<file path="src/rtl/seg7_scan_driver_if.sv">
// Load-side bundle for seg7_scan_driver: strobe, packed digits, dp/blank masks
// and the leading-zero level. master = producer, slave = display driver.
interface seg7_scan_driver_if #(
    parameter int DIGITS = 4
);
    logic                  load;
    logic [4*DIGITS-1:0]   data_in;
    logic [DIGITS-1:0]     dp_in;
    logic [DIGITS-1:0]     blank_in;
    logic                  lz_en;

    modport master (
        output load, data_in, dp_in, blank_in, lz_en
    );

    modport slave (
        input load, data_in, dp_in, blank_in, lz_en
    );
endinterface

</file>
<file path="src/rtl/seg7_scan_driver.sv">
// Time-multiplexed common-anode 7-segment scan driver with tear-free updates.
// Ports: clk, rst_n, bus (load/data_in/dp_in/blank_in/lz_en), anodes,
// cathodes {g..a}, dp (all active-low, registered), frame_done pulse.
module seg7_scan_driver #(
    parameter int DIGITS = 4,
    parameter int DIV    = 50000,
    parameter int GUARD  = 500,
    parameter bit HEX    = 1'b0
) (
    input  logic              clk,
    input  logic              rst_n,
    seg7_scan_driver_if.slave bus,
    output logic [DIGITS-1:0] anodes,
    output logic [6:0]        cathodes,
    output logic              dp,
    output logic              frame_done
);
    localparam int CW = (DIV > 1) ? $clog2(DIV) : 1;
    localparam int IW = (DIGITS > 1) ? $clog2(DIGITS) : 1;
    localparam logic [CW-1:0] CNT_MAX = CW'(DIV - 1);
    localparam logic [IW-1:0] IDX_MAX = IW'(DIGITS - 1);
    localparam logic [CW-1:0] GUARD_C = CW'(GUARD);

    logic [CW-1:0]         cnt;
    logic [IW-1:0]         idx;
    logic                  pend;
    logic [4*DIGITS-1:0]   pend_data, act_data;
    logic [DIGITS-1:0]     pend_dp, act_dp;
    logic [DIGITS-1:0]     pend_blank, act_blank;

    logic                  slot_end, wrap;
    logic [DIGITS-1:0]     supp;
    logic [3:0]            nib;
    logic                  blk, sup, dpa;
    logic [DIGITS-1:0]     anode_nxt;
    logic [6:0]            seg_nxt;
    logic                  dp_nxt;

    function automatic logic [6:0] decode(input logic [3:0] n);
        logic [6:0] s;
        unique case (n)
            4'h0: s = 7'b1000000;
            4'h1: s = 7'b1111001;
            4'h2: s = 7'b0100100;
            4'h3: s = 7'b0110000;
            4'h4: s = 7'b0011001;
            4'h5: s = 7'b0010010;
            4'h6: s = 7'b0000010;
            4'h7: s = 7'b1111000;
            4'h8: s = 7'b0000000;
            4'h9: s = 7'b0010000;
            4'hA: s = HEX ? 7'b0001000 : 7'h7F;
            4'hB: s = HEX ? 7'b0000011 : 7'h7F;
            4'hC: s = HEX ? 7'b1000110 : 7'h7F;
            4'hD: s = 7'b0100001;
            4'hE: s = 7'b0000110;
            4'hF: s = HEX ? 7'b0001110 : 7'h7F;
        endcase
        return s;
    endfunction

    assign slot_end = (cnt == CNT_MAX);
    assign wrap     = slot_end && (idx == IDX_MAX);

    // Zero run from the top digit down; a blanked digit keeps the run
    // going unless its nibble is non-zero. Digit 0 always shows.
    always_comb begin
        logic run;
        run  = bus.lz_en;
        supp = '0;
        for (int k = DIGITS - 1; k >= 1; k--) begin
            run     = run && (act_data[4*k +: 4] == 4'h0);
            supp[k] = run;
        end
    end

    always_comb begin
        nib = 4'h0;
        blk = 1'b1;
        sup = 1'b0;
        dpa = 1'b0;
        for (int k = 0; k < DIGITS; k++) begin
            if (idx == IW'(k)) begin
                nib = act_data[4*k +: 4];
                blk = act_blank[k];
                sup = supp[k];
                dpa = act_dp[k];
            end
        end
    end

    // A force-blanked digit also keeps its anode off, so the reset
    // state (all blank) leaves the whole display dark.
    always_comb begin
        anode_nxt = '1;
        for (int k = 0; k < DIGITS; k++) begin
            anode_nxt[k] = !((idx == IW'(k)) && (cnt >= GUARD_C)
                             && !act_blank[k]);
        end
        seg_nxt = (blk || sup) ? 7'h7F : decode(nib);
        dp_nxt  = blk ? 1'b1 : ~dpa;
    end

    always_ff @(posedge clk or negedge rst_n) begin
        if (!rst_n) begin
            cnt        <= '0;
            idx        <= '0;
            pend       <= 1'b0;
            pend_data  <= '0;
            pend_dp    <= '0;
            pend_blank <= '0;
            act_data   <= '1;
            act_dp     <= '0;
            act_blank  <= '1;
            anodes     <= '1;
            cathodes   <= 7'h7F;
            dp         <= 1'b1;
            frame_done <= 1'b0;
        end else begin
            cnt <= slot_end ? '0 : cnt + 1'b1;
            if (slot_end) begin
                idx <= (idx == IDX_MAX) ? '0 : idx + 1'b1;
            end
            if (bus.load) begin
                pend_data  <= bus.data_in;
                pend_dp    <= bus.dp_in;
                pend_blank <= bus.blank_in;
            end
            // A load on the wrap cycle bypasses the pending set.
            if (wrap && (bus.load || pend)) begin
                act_data  <= bus.load ? bus.data_in  : pend_data;
                act_dp    <= bus.load ? bus.dp_in    : pend_dp;
                act_blank <= bus.load ? bus.blank_in : pend_blank;
                pend      <= 1'b0;
            end else if (bus.load) begin
                pend <= 1'b1;
            end
            anodes     <= anode_nxt;
            cathodes   <= seg_nxt;
            dp         <= dp_nxt;
            frame_done <= wrap;
        end
    end
endmodule

</file>
<file path="src/flat_wrapper.sv">
// flat-port wrapper written by rule: the top's interface ports become plain ports
module seg7_scan_driver_flat 
#(
    parameter int DIGITS = 4,
    parameter int DIV    = 50000,
    parameter int GUARD  = 500,
    parameter bit HEX    = 1'b0
)
  (clk, rst_n, anodes, cathodes, dp, frame_done, bus_load, bus_data_in, bus_dp_in, bus_blank_in, bus_lz_en);
  seg7_scan_driver_if #(.DIGITS(DIGITS)) bus_i ();
  input  logic clk;
  input  logic rst_n;
  output logic [DIGITS-1:0] anodes;
  output logic [6:0] cathodes;
  output logic dp;
  output logic frame_done;
  input wire logic [$bits(bus_i.load)-1:0] bus_load;
  input wire logic [$bits(bus_i.data_in)-1:0] bus_data_in;
  input wire logic [$bits(bus_i.dp_in)-1:0] bus_dp_in;
  input wire logic [$bits(bus_i.blank_in)-1:0] bus_blank_in;
  input wire logic [$bits(bus_i.lz_en)-1:0] bus_lz_en;
  assign bus_i.load = bus_load;
  assign bus_i.data_in = bus_data_in;
  assign bus_i.dp_in = bus_dp_in;
  assign bus_i.blank_in = bus_blank_in;
  assign bus_i.lz_en = bus_lz_en;
  seg7_scan_driver #(.DIGITS(DIGITS), .DIV(DIV), .GUARD(GUARD), .HEX(HEX)) u_core (.clk(clk), .rst_n(rst_n), .bus(bus_i), .anodes(anodes), .cathodes(cathodes), .dp(dp), .frame_done(frame_done));
endmodule
</file>
<file path="config.mk">
export PLATFORM = sky130hd
export DESIGN_NAME = seg7_scan_driver_flat
export DESIGN_NICKNAME = d
export VERILOG_FILES = /design/src/rtl/seg7_scan_driver_if.sv /design/src/rtl/seg7_scan_driver.sv /design/src/flat_wrapper.sv
export SDC_FILE = /design/constraint.sdc
export NUM_CORES = 1
export LEC_CHECK = 0
export BUFFER_PORTS_ARGS = -buffer_cell sky130_fd_sc_hd__buf_2
export CAP_MARGIN = 25
export CORE_MARGIN = 2
export CORE_UTILIZATION = 35
export CTS_CLUSTER_DIAMETER = 50
export DETAILED_ROUTE_END_ITERATION = 10
export PLACE_DENSITY = 0.51
export SYNTH_ARGS = -nofsm -noshare
export SYNTH_HDL_FRONTEND = slang
export SYNTH_SLANG_ARGS = --single-unit
</file>
<file path="constraint.sdc">
create_clock -name clk -period 3.5 [get_ports clk]
set_input_delay 0 -clock clk [delete_from_list [all_inputs] [get_ports clk]]
set_output_delay 0 -clock clk [all_outputs]
set_load 0.02 [all_outputs]
</file>
==> results.sh <==
export IMPL_drive_above_1_share_pct=40.22
export IMPL_leakage_uw=0.002015
export IMPL_wl_per_cell_um=14.21
export IMPL_slowest_delay_ps=490
export IMPL_start_kind="flop"
export IMPL_final_nets=387
export IMPL_ctsLongestPathBuffers=2
export IMPL_postCtsSetupBuffers=0
export IMPL_max_freq_mhz=420.5
export IMPL_die_area_um2=11340
export IMPL_relSlewSlack_pct=55.82
export IMPL_placed_area_um2=3998
export IMPL_vias=2369
export IMPL_p_per_area_nw_per_um2=396.1
export IMPL_finalSetupViolations=0
export IMPL_n_antenna_cell=0
export IMPL_gp_congestion=0.7716
export IMPL_grt_ovfl_total=0
export IMPL_htree_levels=3
export IMPL_cp_slowest_cell="a211oi_1"
export IMPL_die_w_um=106.5
export IMPL_end_kind="flop"
export IMPL_die_h_um=106.5
export IMPL_period_share_pct=67.95
export IMPL_drc_errors=0
export IMPL_clk_latency_ps=350
export IMPL_cp_required_ps=3780
export IMPL_synth_main_ff_cell="dfrtp_1"
export IMPL_cts_made_buffers=9
export IMPL_skew_ps=11.23
export IMPL_ir_drop_uv=163.0
export IMPL_rr_startpoint="u_core.idx[0]$_DFFE_PN0N_"
export IMPL_hpwl_um=4703
export IMPL_syn_num_nets=321
export IMPL_fp_row_count=37
export IMPL_postRouteAntennaNets=0
export IMPL_grt_use_total_pct=13.45
export IMPL_drt_iter0_drc=74
export IMPL_cap_violations=0
export IMPL_rsz0062_at_grt="no"
export IMPL_synth_cell_types=51
export IMPL_hold_viol=0
export IMPL_hold_path_class="in -> async"
export IMPL_initial_utilization_pct=35.78
export IMPL_avgSynthCellArea_um2=12.81
export IMPL_critPathKind="reg -> reg"
export IMPL_worst_path_buf_inv=0
export IMPL_core_um2=10280
export IMPL_cp_cell_sequence="ha_1 > or2_0 > a221o_1 > a211oi_1 > a21boi_0 > o211ai_1"
export IMPL_reg2reg_depth=6
export IMPL_cts_resized=0
export IMPL_cts_sinks=80
export IMPL_r2r_end="u_core.cathodes[6]$_DFF_PN1_"
export IMPL_crit_arrival_ps=2660
export IMPL_final_area_um2=4481
export IMPL_cts_clk_slew_worst_paths_ps=90
export IMPL_ios=41
export IMPL_outcome="finished clean"
export IMPL_grt_pass1_vias=2393
export IMPL_ys_seq_elements=80
export IMPL_vias_per_cell=4.796
export IMPL_ys_warn_count=0
export IMPL_grt_max_degree=81
export IMPL_synth_edf_count=0
export IMPL_routed_wl_um=7020
export IMPL_io_buffers=40
export IMPL_yosysTopAreaCellShare_pct=32.66
export IMPL_path_max_fanout=12
export IMPL_syn_area_um2=3677
export IMPL_syn_to_final_growth_pct=21.84
export IMPL_seq_area_frac_synth_pct=55.53
export IMPL_slew_viol_final=0
export IMPL_yosys_area_top_type="dfrtp_1"
export IMPL_clockRootBuffer="clkbuf_8"
export IMPL_tns_ps=0
export IMPL_min_period_ps=2378
export IMPL_path_depth=6
export IMPL_ys_async_sr_fraction_pct=100.0
export IMPL_cts_tree="yes"
export IMPL_rrSetupSlack_ps=1120
export IMPL_cp_top_family="compound AO/OA/AOI/OAI gates"
export IMPL_grt_pass1_wl_um=11860
export IMPL_drt_first_pass_iters=5
export IMPL_antenna_found_initial=0
export IMPL_synthCells=287
export IMPL_worst_pin_slew_ps=662.7
export IMPL_synth_top_cells_by_area="dfrtp_1 33%, dfstp_2 23%, mux2_2 8.6%"
[cell type report]
| type | instances | area (um2) |
|---|---|---|
| fill | 969 | 5797 |
| sequential | 80 | 2042 |
| multi-input combinational | 187 | 1545 |
| timing repair buffer | 67 | 480.5 |
| tap | 136 | 170.2 |
| clock buffer | 10 | 137.6 |
| clock inverter | 6 | 75.07 |
| inverter | 8 | 30.03 |
[layout by cell type (no fill, tap or decap), types with 3 or more instances in the layout]
cell type	netlist	layout
nand3_1	5	5
nand2_1	22	22
clkbuf_8	0	10
nand4_1	3	3
dfrtp_1	48	48
mux2_2	28	28
nor4_1	5	5
mux2_4	20	20
ha_1	6	6
inv_1	8	8
buf_2	0	39
nor2_1	18	18
xnor2_1	6	6
and2_1	3	3
a21oi_1	7	7
dfstp_2	32	32
a221o_1	3	3
o2111ai_1	5	5
dlygate4sd3_1	0	25
nand2b_1	4	4
o21ai_0	5	5
xor2_1	8	8
nor2b_1	4	4
[layer usage]
metal	global-route usage [%]	wire (um)	vias up	share of wire [%]
li1	-	-	1156	-
met2	22.16	3481	35	50
met3	3.372	214	9	3.0
met1	17.22	3244	1169	46
met4	4.731	80	0	1.1
met5	0	0	-	0
[where the power goes]
group | switching (uW) | internal [uW] | total (uW)
Sequential | 6.04 | 953 | 959
Clock | 352 | 360 | 712
Combinational | 46.4 | 57.6 | 104
[cell usage after synthesis, types with 2 or more instances]
cell and count:
o21a_1 2, o2111ai_1 5, nor2b_1 4, nand3_1 5, nand3b_1 2, o221ai_1 2
clkbuf_1 9, a221o_1 3, nand2_1 22, nor4_1 5, xor2_1 8, dfstp_2 32
inv_1 8, a21o_1 2, nand2b_1 4, nor2_1 18, mux2_4 20, a21oi_1 7
a2bb2oi_1 2, xnor2_1 6, nor3_1 2, nand4_1 3, o211ai_1 2, o21ai_0 5
and2_1 3, dfrtp_1 48, mux2_2 28, buf_6 2, ha_1 6
[sequential cells by signal, summed over array words and instances (netlist names), 2 cells and up]
| signal | flops |
|---|---|
| u_core.act_blank | 4 |
| u_core.act_data | 16 |
| u_core.act_dp | 4 |
| u_core.anodes | 4 |
| u_core.cathodes | 7 |
| u_core.cnt | 16 |
| u_core.idx | 2 |
| u_core.pend_blank | 4 |
| u_core.pend_data | 16 |
| u_core.pend_dp | 4 |
[kinds of logic after synthesis]
group / Yosys count / synth area share, %
AO/OA/AOI/OAI: 41 / 8.336
XOR/XNOR: 14 / 3.335
adder cells (fa/ha/maj): 6 / 2.041
buffers and inverters: 20 / 2.450
flip-flops: 80 / 55.53
multiplexers: 48 / 16.74
AND/OR/NAND/NOR: 78 / 11.57
[per-stage QoR]
step                worst slack [ps]  hold slack (ps)  total power, uW  utilization, %  instances
floorplan                       1298           -295.6             1014               -        287
global route                   977.1            181.2             1864           43.60        494
CTS                             1115            209.3             1813           43.40        493
global placement                1192            241.9             1058           38.90        452
finish                          1122            155.8             1775           43.60        494
detailed placement              1125            236.9             1060           38.90        452
[worst max path at each step]
stage | start | end | slack [ps]
floorplan | u_core.idx[0]$_DFFE_PN0N_ | u_core.cathodes[1]$_DFF_PN1_ | 1300
global placement | u_core.cnt[11]$_DFF_PN0_ | u_core.act_dp[3]$_DFFE_PN0P_ | 1190
detailed placement | u_core.idx[0]$_DFFE_PN0N_ | u_core.cathodes[6]$_DFF_PN1_ | 1120
CTS | u_core.cnt[11]$_DFF_PN0_ | u_core.act_dp[2]$_DFFE_PN0P_ | 1120
global route | u_core.idx[0]$_DFFE_PN0N_ | u_core.cathodes[3]$_DFF_PN1_ | 980
finish | u_core.idx[0]$_DFFE_PN0N_ | u_core.cathodes[6]$_DFF_PN1_ | 1120
[timing repair]
action                                  4_1_cts  5_1_grt
endpoints found under the setup margin        0        0
endpoints found under the hold margin        72        0
hold buffers                                 25        0
(Power assumes the default switching activity.)
